--- config.mk ---
export PLATFORM = sky130hd
export DESIGN_NAME = load_store_unit_flat
export DESIGN_NICKNAME = d
export VERILOG_FILES = /design/src/rtl/lsu_pkg.sv /design/src/rtl/load_store_unit_if.sv /design/src/rtl/lsu_lane_align.sv /design/src/rtl/load_store_unit.sv /design/src/flat_wrapper.sv
export SDC_FILE = /design/constraint.sdc
export NUM_CORES = 1
export LEC_CHECK = 0
export BUFFER_PORTS_ARGS = -buffer_cell sky130_fd_sc_hd__buf_2
export CORE_MARGIN = 2
export CORE_UTILIZATION = 45
export DETAILED_ROUTE_END_ITERATION = 10
export PLACE_DENSITY = 0.8
export SLEW_MARGIN = 5
export SYNTH_ARGS = -nofsm -noshare
export SYNTH_HDL_FRONTEND = slang
export SYNTH_SLANG_ARGS = --single-unit
--- constraint.sdc ---
create_clock -name clk -period 2.9 [get_ports clk]
set_input_delay 0.435 -clock clk [delete_from_list [all_inputs] [get_ports clk]]
set_output_delay 0.435 -clock clk [all_outputs]
set_load 0.01 [all_outputs]
--- src/rtl/lsu_pkg.sv ---
// Shared definitions for the load/store unit: data-memory geometry,
// RISC-V load/store funct3 encodings and the sequencing state encoding.
package lsu_pkg;

   localparam int DM_ADDR_W = 10;

   localparam logic [2:0] F3_B  = 3'b000;
   localparam logic [2:0] F3_H  = 3'b001;
   localparam logic [2:0] F3_W  = 3'b010;
   localparam logic [2:0] F3_BU = 3'b100;
   localparam logic [2:0] F3_HU = 3'b101;

   typedef enum logic [2:0] {
      IDLE  = 3'd0,
      READ  = 3'd1,
      WAIT  = 3'd2,
      WRITE = 3'd3,
      RESP  = 3'd4
   } state_e;

endpackage

--- src/rtl/load_store_unit_if.sv ---
// Core-side request/response and memory-side bus of the load/store unit.
// slave is the view of the load/store unit, master the view of its environment
// (the core issuing requests plus the data memory answering reads).
interface load_store_unit_if;

   logic        req_valid;
   logic        req_ready;
   logic        req_we;
   logic [2:0]  req_funct3;
   logic [31:0] req_addr;
   logic [31:0] req_wdata;

   logic        rsp_valid;
   logic [31:0] rsp_rdata;
   logic        rsp_err;

   logic [31:0] dm_address;
   logic [31:0] dm_data_in;
   logic        dm_write_enable;
   logic        dm_read_enable;
   logic [31:0] dm_data_out;

   modport slave (
      input  req_valid, req_we, req_funct3, req_addr, req_wdata, dm_data_out,
      output req_ready, rsp_valid, rsp_rdata, rsp_err,
             dm_address, dm_data_in, dm_write_enable, dm_read_enable
   );

   modport master (
      output req_valid, req_we, req_funct3, req_addr, req_wdata, dm_data_out,
      input  req_ready, rsp_valid, rsp_rdata, rsp_err,
             dm_address, dm_data_in, dm_write_enable, dm_read_enable
   );

endinterface

--- src/rtl/lsu_lane_align.sv ---
// Byte/half lane handling for the load/store unit. Load path extracts the
// addressed lane and sign/zero extends it; store path replaces the addressed
// lane of the memory word with the low bits of the store data.
module lsu_lane_align
   import lsu_pkg::*;
(
   input  logic [2:0]  funct3_i,
   input  logic [1:0]  addr_lo_i,
   input  logic [31:0] mem_word_i,
   input  logic [31:0] store_data_i,
   output logic [31:0] load_data_o,
   output logic [31:0] merge_data_o
);

   logic [7:0]  byte_sel;
   logic [15:0] half_sel;

   // Load path: pick the lane, then extend according to funct3.
   always_comb begin
      byte_sel = mem_word_i[7:0];
      case (addr_lo_i)
         2'd0:    byte_sel = mem_word_i[7:0];
         2'd1:    byte_sel = mem_word_i[15:8];
         2'd2:    byte_sel = mem_word_i[23:16];
         default: byte_sel = mem_word_i[31:24];
      endcase
      half_sel = addr_lo_i[1] ? mem_word_i[31:16] : mem_word_i[15:0];

      load_data_o = 32'd0;
      case (funct3_i)
         F3_B:    load_data_o = {{24{byte_sel[7]}}, byte_sel};
         F3_H:    load_data_o = {{16{half_sel[15]}}, half_sel};
         F3_W:    load_data_o = mem_word_i;
         F3_BU:   load_data_o = {24'd0, byte_sel};
         F3_HU:   load_data_o = {16'd0, half_sel};
         default: load_data_o = 32'd0;
      endcase
   end

   // Store path: keep the untouched lanes of the memory word.
   always_comb begin
      merge_data_o = mem_word_i;
      case (funct3_i)
         F3_B: begin
            case (addr_lo_i)
               2'd0:    merge_data_o[7:0]   = store_data_i[7:0];
               2'd1:    merge_data_o[15:8]  = store_data_i[7:0];
               2'd2:    merge_data_o[23:16] = store_data_i[7:0];
               default: merge_data_o[31:24] = store_data_i[7:0];
            endcase
         end
         F3_H: begin
            if (addr_lo_i[1]) merge_data_o[31:16] = store_data_i[15:0];
            else              merge_data_o[15:0]  = store_data_i[15:0];
         end
         default: merge_data_o = store_data_i;
      endcase
   end

endmodule

--- src/rtl/load_store_unit.sv ---
// Load/store sequencer in front of a word-organised data memory with a
// one-cycle synchronous read. Sub-word stores are read-modify-write; faulty
// requests are answered with an error and never reach memory.
//
//   state | meaning
//   IDLE  | ready for a request, memory bus quiet
//   READ  | read strobe to memory
//   WAIT  | memory word arrives; extract (load) or merge (SB/SH)
//   WRITE | write strobe with the write register
//   RESP  | one-cycle response to the core
module load_store_unit
   import lsu_pkg::*;
#(
   parameter int ADDR_W = DM_ADDR_W
) (
   input  logic              clk,
   input  logic              rst,
   load_store_unit_if.slave  bus
);

   state_e              state_q, state_d;
   logic                we_q, we_d;
   logic [2:0]          f3_q, f3_d;
   logic [ADDR_W+1:0]   addr_q, addr_d;
   logic                err_q, err_d;
   logic [31:0]         wbuf_q, wbuf_d;
   logic [31:0]         rdata_q, rdata_d;

   logic                accept;
   logic                f3_illegal;
   logic                misaligned;
   logic                out_of_range;
   logic                req_err;
   logic [31:0]         load_data;
   logic [31:0]         merge_data;

   // Request-time error decode; stores only allow B/H/W.
   always_comb begin
      f3_illegal = 1'b1;
      case (bus.req_funct3)
         F3_B, F3_H, F3_W: f3_illegal = 1'b0;
         F3_BU, F3_HU:     f3_illegal = bus.req_we;
         default:          f3_illegal = 1'b1;
      endcase
      misaligned = ((bus.req_funct3 == F3_H || bus.req_funct3 == F3_HU) && bus.req_addr[0])
                || ((bus.req_funct3 == F3_W) && (bus.req_addr[1:0] != 2'b00));
      out_of_range = (bus.req_addr[31:ADDR_W+2] != '0);
      req_err = f3_illegal || misaligned || out_of_range;
   end

   assign accept = bus.req_valid && (state_q == IDLE);

   // wbuf_q holds the latched store data and, after WAIT, the merged word.
   lsu_lane_align u_lane_align (
      .funct3_i     (f3_q),
      .addr_lo_i    (addr_q[1:0]),
      .mem_word_i   (bus.dm_data_out),
      .store_data_i (wbuf_q),
      .load_data_o  (load_data),
      .merge_data_o (merge_data)
   );

   // Next-state and register updates for the access sequence.
   always_comb begin
      state_d = state_q;
      we_d    = we_q;
      f3_d    = f3_q;
      addr_d  = addr_q;
      err_d   = err_q;
      wbuf_d  = wbuf_q;
      rdata_d = rdata_q;
      case (state_q)
         IDLE: begin
            if (accept) begin
               we_d   = bus.req_we;
               f3_d   = bus.req_funct3;
               addr_d = bus.req_addr[ADDR_W+1:0];
               err_d  = req_err;
               wbuf_d = bus.req_wdata;
               if (req_err) begin
                  rdata_d = 32'd0;
                  state_d = RESP;
               end else if (bus.req_we && (bus.req_funct3 == F3_W)) begin
                  state_d = WRITE;
               end else begin
                  state_d = READ;
               end
            end
         end
         READ:  state_d = WAIT;
         WAIT: begin
            if (we_q) begin
               wbuf_d  = merge_data;
               state_d = WRITE;
            end else begin
               rdata_d = load_data;
               state_d = RESP;
            end
         end
         WRITE: begin
            rdata_d = 32'd0;
            state_d = RESP;
         end
         RESP:    state_d = IDLE;
         default: state_d = IDLE;
      endcase
   end

   // State and request registers; reset aborts any access in flight.
   always_ff @(posedge clk or posedge rst) begin
      if (rst) begin
         state_q <= IDLE;
         we_q    <= 1'b0;
         f3_q    <= 3'd0;
         addr_q  <= '0;
         err_q   <= 1'b0;
         wbuf_q  <= 32'd0;
         rdata_q <= 32'd0;
      end else begin
         state_q <= state_d;
         we_q    <= we_d;
         f3_q    <= f3_d;
         addr_q  <= addr_d;
         err_q   <= err_d;
         wbuf_q  <= wbuf_d;
         rdata_q <= rdata_d;
      end
   end

   assign bus.req_ready       = (state_q == IDLE);
   assign bus.dm_read_enable  = (state_q == READ);
   assign bus.dm_write_enable = (state_q == WRITE);
   assign bus.dm_address      = (state_q == IDLE) ? 32'd0
                                                  : {{(32-ADDR_W){1'b0}}, addr_q[ADDR_W+1:2]};
   assign bus.dm_data_in      = (state_q == WRITE) ? wbuf_q : 32'd0;
   assign bus.rsp_valid       = (state_q == RESP);
   assign bus.rsp_err         = (state_q == RESP) && err_q;
   assign bus.rsp_rdata       = rdata_q;

endmodule

--- src/flat_wrapper.sv ---
// flat-port wrapper written by rule: the top's interface ports become plain ports
module load_store_unit_flat import lsu_pkg::*;
#(
   parameter int ADDR_W = DM_ADDR_W
)
  (clk, rst, bus_req_valid, bus_req_we, bus_req_funct3, bus_req_addr, bus_req_wdata, bus_dm_data_out, bus_req_ready, bus_rsp_valid, bus_rsp_rdata, bus_rsp_err, bus_dm_address, bus_dm_data_in, bus_dm_write_enable, bus_dm_read_enable);
  load_store_unit_if bus_i ();
  input  logic clk;
  input  logic rst;
  input wire logic [$bits(bus_i.req_valid)-1:0] bus_req_valid;
  input wire logic [$bits(bus_i.req_we)-1:0] bus_req_we;
  input wire logic [$bits(bus_i.req_funct3)-1:0] bus_req_funct3;
  input wire logic [$bits(bus_i.req_addr)-1:0] bus_req_addr;
  input wire logic [$bits(bus_i.req_wdata)-1:0] bus_req_wdata;
  input wire logic [$bits(bus_i.dm_data_out)-1:0] bus_dm_data_out;
  output wire logic [$bits(bus_i.req_ready)-1:0] bus_req_ready;
  output wire logic [$bits(bus_i.rsp_valid)-1:0] bus_rsp_valid;
  output wire logic [$bits(bus_i.rsp_rdata)-1:0] bus_rsp_rdata;
  output wire logic [$bits(bus_i.rsp_err)-1:0] bus_rsp_err;
  output wire logic [$bits(bus_i.dm_address)-1:0] bus_dm_address;
  output wire logic [$bits(bus_i.dm_data_in)-1:0] bus_dm_data_in;
  output wire logic [$bits(bus_i.dm_write_enable)-1:0] bus_dm_write_enable;
  output wire logic [$bits(bus_i.dm_read_enable)-1:0] bus_dm_read_enable;
  assign bus_i.req_valid = bus_req_valid;
  assign bus_i.req_we = bus_req_we;
  assign bus_i.req_funct3 = bus_req_funct3;
  assign bus_i.req_addr = bus_req_addr;
  assign bus_i.req_wdata = bus_req_wdata;
  assign bus_i.dm_data_out = bus_dm_data_out;
  assign bus_req_ready = bus_i.req_ready;
  assign bus_rsp_valid = bus_i.rsp_valid;
  assign bus_rsp_rdata = bus_i.rsp_rdata;
  assign bus_rsp_err = bus_i.rsp_err;
  assign bus_dm_address = bus_i.dm_address;
  assign bus_dm_data_in = bus_i.dm_data_in;
  assign bus_dm_write_enable = bus_i.dm_write_enable;
  assign bus_dm_read_enable = bus_i.dm_read_enable;
  load_store_unit #(.ADDR_W(ADDR_W)) u_core (.clk(clk), .rst(rst), .bus(bus_i));
endmodule
==> flow_summary_export.csv <==
group,metric,value,unit
outcome,status,"finished, final reports clean",
global_route,antenna_found_initial,1,
placed_design,detailed_place_hpwl,11500,um
sta,setup-tns-final,0,ns
placed_design,dp_slack,0.849,ns
global_route,top_usage_layer,"met2",
sta,hold_violations,0,
pwr,vdd_drop_max,0.331,mV
global_route,grtUsageMet2,41.6,%
min_path,hp-class,"input port to asynchronous set/reset pin",
die,die_x,108,um
die,io_pins,204,
yosys,synth_edf_count,0,
detailed_routing,drtIter0Drc,450,
clock_network,tritoncts,"built",
clock_network,numCtsBuffers,9,
layout,ff_latch_area,2100,um^2
clock_network,cts.root.buffer_cell,"clkbuf_8",
die,start_util,46.7,%
pwr,p_total,2820,uW
die,fp.coreArea,10400,um^2
global_route,grt_pass1_vias,4357,
worst_setup_path,slowest_delay,0.72,ns
yosys,yosys_warnings,0,
yosys,synth.largest_area_cell,"dfrtp_1",
layout,fillCellCount,916,
yosys,synthCells,500,
clock_network,cts_buffer_depth,2,
sta,finalCriticalPeriod,2.37,ns
clock_network,htreeDepth,3,
yosys,ys_seq_elements,84,
global_route,grt_max_degree,41,
worst_setup_path,cp_slowest_cell,"and3b_1",
layout,final_nets,769,
yosys,syn_avg_cell_area,9.73,um^2
pwr,p_per_area,471,nW/um^2
worst_setup_path,crit_family,"simple AND/OR/NAND/NOR gates",
worst_setup_path,worstPathCellList,"and3b_1 > and2_1 > buf_2",
sta,max_freq,0.422,GHz
worst_setup_path,cp-end-kind,"output pin",
worst_setup_path,crit_buf_inv,1,
detailed_routing,drt_pre_antenna_iters,6,
worst_setup_path,critPathMaxFanout,33,
placed_design,io_buffers,181,
global_route,grt_pass1_wl,22700,um
clock_network,postCtsHoldBufs,0,
clock_network,clk_pin_slew,0.08,ns
sta,fin_skew,0.00644,ns
layout,drive_above_1_share,36.1,%
job,max-cap-violations,0,
yosys,synthArstFlopShare,100,%
sta,setup_viol_count_final,0,
sta,setup_ws,0.528,ns
clock_network,clk_latency,0.36,ns
clock_network,postCtsSetupBuffers,0,
detailed_routing,final_antenna_net_count,0,
worst_setup_path,path_class,"register to output pin",
worst_setup_path,arrival,1.94,ns
die,die_area,11700,um^2
global_route,met1_usage,32.9,%
detailed_routing,drc,0,
pwr,power_leakage,0.00299,uW
sta,period_share,81.8,%
worst_setup_path,cp-start-kind,"register",
clock_network,clock_sinks,84,
sta,holdWs,0.108,ns
sta,slew_violations,0,
die,rows,37,
yosys,synth.top_cell.area_share,43.2,%
layout,syn2layout_area_growth,22.8,%
detailed_routing,wire_per_inst,18.0,um
die,die_h,108,um
yosys,ys_types,49,
worst_setup_path,cp_data_required_time,2.47,ns
global_route,grt_usage,25.3,%
yosys,synth_area_leaders,"dfrtp_1, o2bb2ai_1, mux2_2",
yosys,seq_area_frac_synth,43.2,%
layout,multiInputGateArea,2490,um^2
yosys,syn_area,4860,um^2
yosys,synthFlopType,"dfrtp_1",
detailed_routing,avgViaCountPerCell,5.73,
detailed_routing,wl,14600,um
global_route,grt_overflow,0,
sta,rsz0062_at_grt,"false",
detailed_routing,vias,4627,
sta,max_slew_margin,42.9,%
clock_network,post_cts_resized,0,
sta,tightest_slew,0.851,ns
global_route,grt.met3_usage,6.27,%
placed_design,gp_congestion,0.912,
layout,finalCoreUtilization,57.3,%
registers in the layout, indices dropped and copies added (netlist names):
register / flops
u_core.addr_q: 12
u_core.bus.rsp_rdata: 32
u_core.err_q: 1
u_core.f3_q: 3
u_core.state_q: 3
u_core.wbuf_q: 32
u_core.we_q: 1
cells by family (layout without fill, tap and decap cells):
| logic type | count (synthesis) | in the layout | synth area share, % |
|---|---|---|---|
| AO/OA/AOI/OAI | 168 | 168 | 24.1 |
| flip-flops | 84 | 84 | 43.2 |
| AND/OR/NAND/NOR | 145 | 145 | 16.5 |
| buffers and inverters | 63 | 212 | 7.28 |
| multiplexers | 39 | 39 | 8.85 |
| other | 1 | 23 | 0.0771 |
final cells by class:
class / instances / share of cell area [%]
Inverter: 5 / 0.335
Clock buffer: 10 / 2.30
Sequential cell: 84 / 35.2
Timing Repair Buffer: 192 / 16.8
Tap cell: 136 / 2.85
Antenna cell: 1 / 0.0419
Multi-Input combinational cell: 374 / 41.6
Clock inverter: 5 / 0.880
Yosys cell counts (2+ instances only):
| cell type | n |
|---|---|
| nor4_1 | 6 |
| buf_2 | 15 |
| and2_1 | 35 |
| or2_2 | 2 |
| dfrtp_1 | 84 |
| nor3b_2 | 2 |
| mux2i_1 | 16 |
| nor2_1 | 34 |
| a221oi_1 | 10 |
| inv_1 | 5 |
| o21ai_0 | 25 |
| clkbuf_1 | 17 |
| buf_4 | 22 |
| nand4_1 | 2 |
| nand2_1 | 27 |
| mux2_2 | 22 |
| buf_6 | 2 |
| a31oi_1 | 8 |
| a21oi_1 | 43 |
| a22o_1 | 2 |
| nor3b_1 | 3 |
| a211oi_1 | 8 |
| nor3_1 | 12 |
| o211ai_1 | 8 |
| a21o_1 | 18 |
| nor2b_1 | 13 |
| a222oi_1 | 6 |
| o2bb2ai_1 | 32 |
through the flow:
step / instance area (um^2) / std cells
3_3_place_gp: 5780 / 791
4_1_cts: 5970 / 806
3_5_place_dp: 5780 / 791
6_report: 5970 / 807
2_1_floorplan: 4940 / 521
5_1_grt: 5970 / 807
worst register-to-register path, stage by stage (launching register included):
cell	delay [ns]
dfrtp_1	0.46
nor2_1	0.33
and2_1	0.56
buf_12	0.28
nor2_1	0.07
a211oi_1	0.25
a21o_1	0.12
report_power, final:
part / switching (uW) / total (uW) / internal, uW
clock: 413 / 825 / 412
combinational: 354 / 630 / 277
sequential: 99.2 / 1360 / 1260
worst paths after layout:
check / start / to / slack, ns / cells after the start
max in group asynchronous: rst / u_core.bus.rsp_rdata[1] / 2.03 / 3
worst max register to register: u_core.state_q[0] / u_core.wbuf_q[15] / 0.78 / 6
worst min register to register: u_core.wbuf_q[21] / u_core.wbuf_q[21] / 0.47 / 1
worst max-delay path: u_core.state_q[1] / bus_dm_data_in[23] / 0.53 / 3
min in group clk: bus_req_addr[6] / u_core.addr_q[6] / 0.31 / 2
worst min-delay path: rst / u_core.bus.rsp_rdata[27] / 0.11 / 2
cells in the final DEF (no fill, tap or decap), types with 3 or more instances in the layout:
cell,instances
buf_2,181
dfrtp_1,84
a21oi_1,43
and2_1,35
nor2_1,34
o2bb2ai_1,32
nand2_1,27
o21ai_0,25
mux2_2,22
conb_1,22
a21o_1,18
mux2i_1,16
nor2b_1,13
nor3_1,12
a221oi_1,10
clkbuf_8,10
buf_4,10
a211oi_1,8
a31oi_1,8
o211ai_1,8
nor4_1,6
a222oi_1,6
inv_1,4
clkinv_2,4
nor3b_1,3
routing by layer:
metal | routed length [um] | vias up | part of all wire (%)
met4 | 401 | 0 | 2.8
met2 | 6870 | 269 | 47
met1 | 5970 | 2188 | 41
met5 | 0 | - | 0
li1 | - | 2132 | -
met3 | 1310 | 38 | 9.0
(Power assumes the default switching activity.)
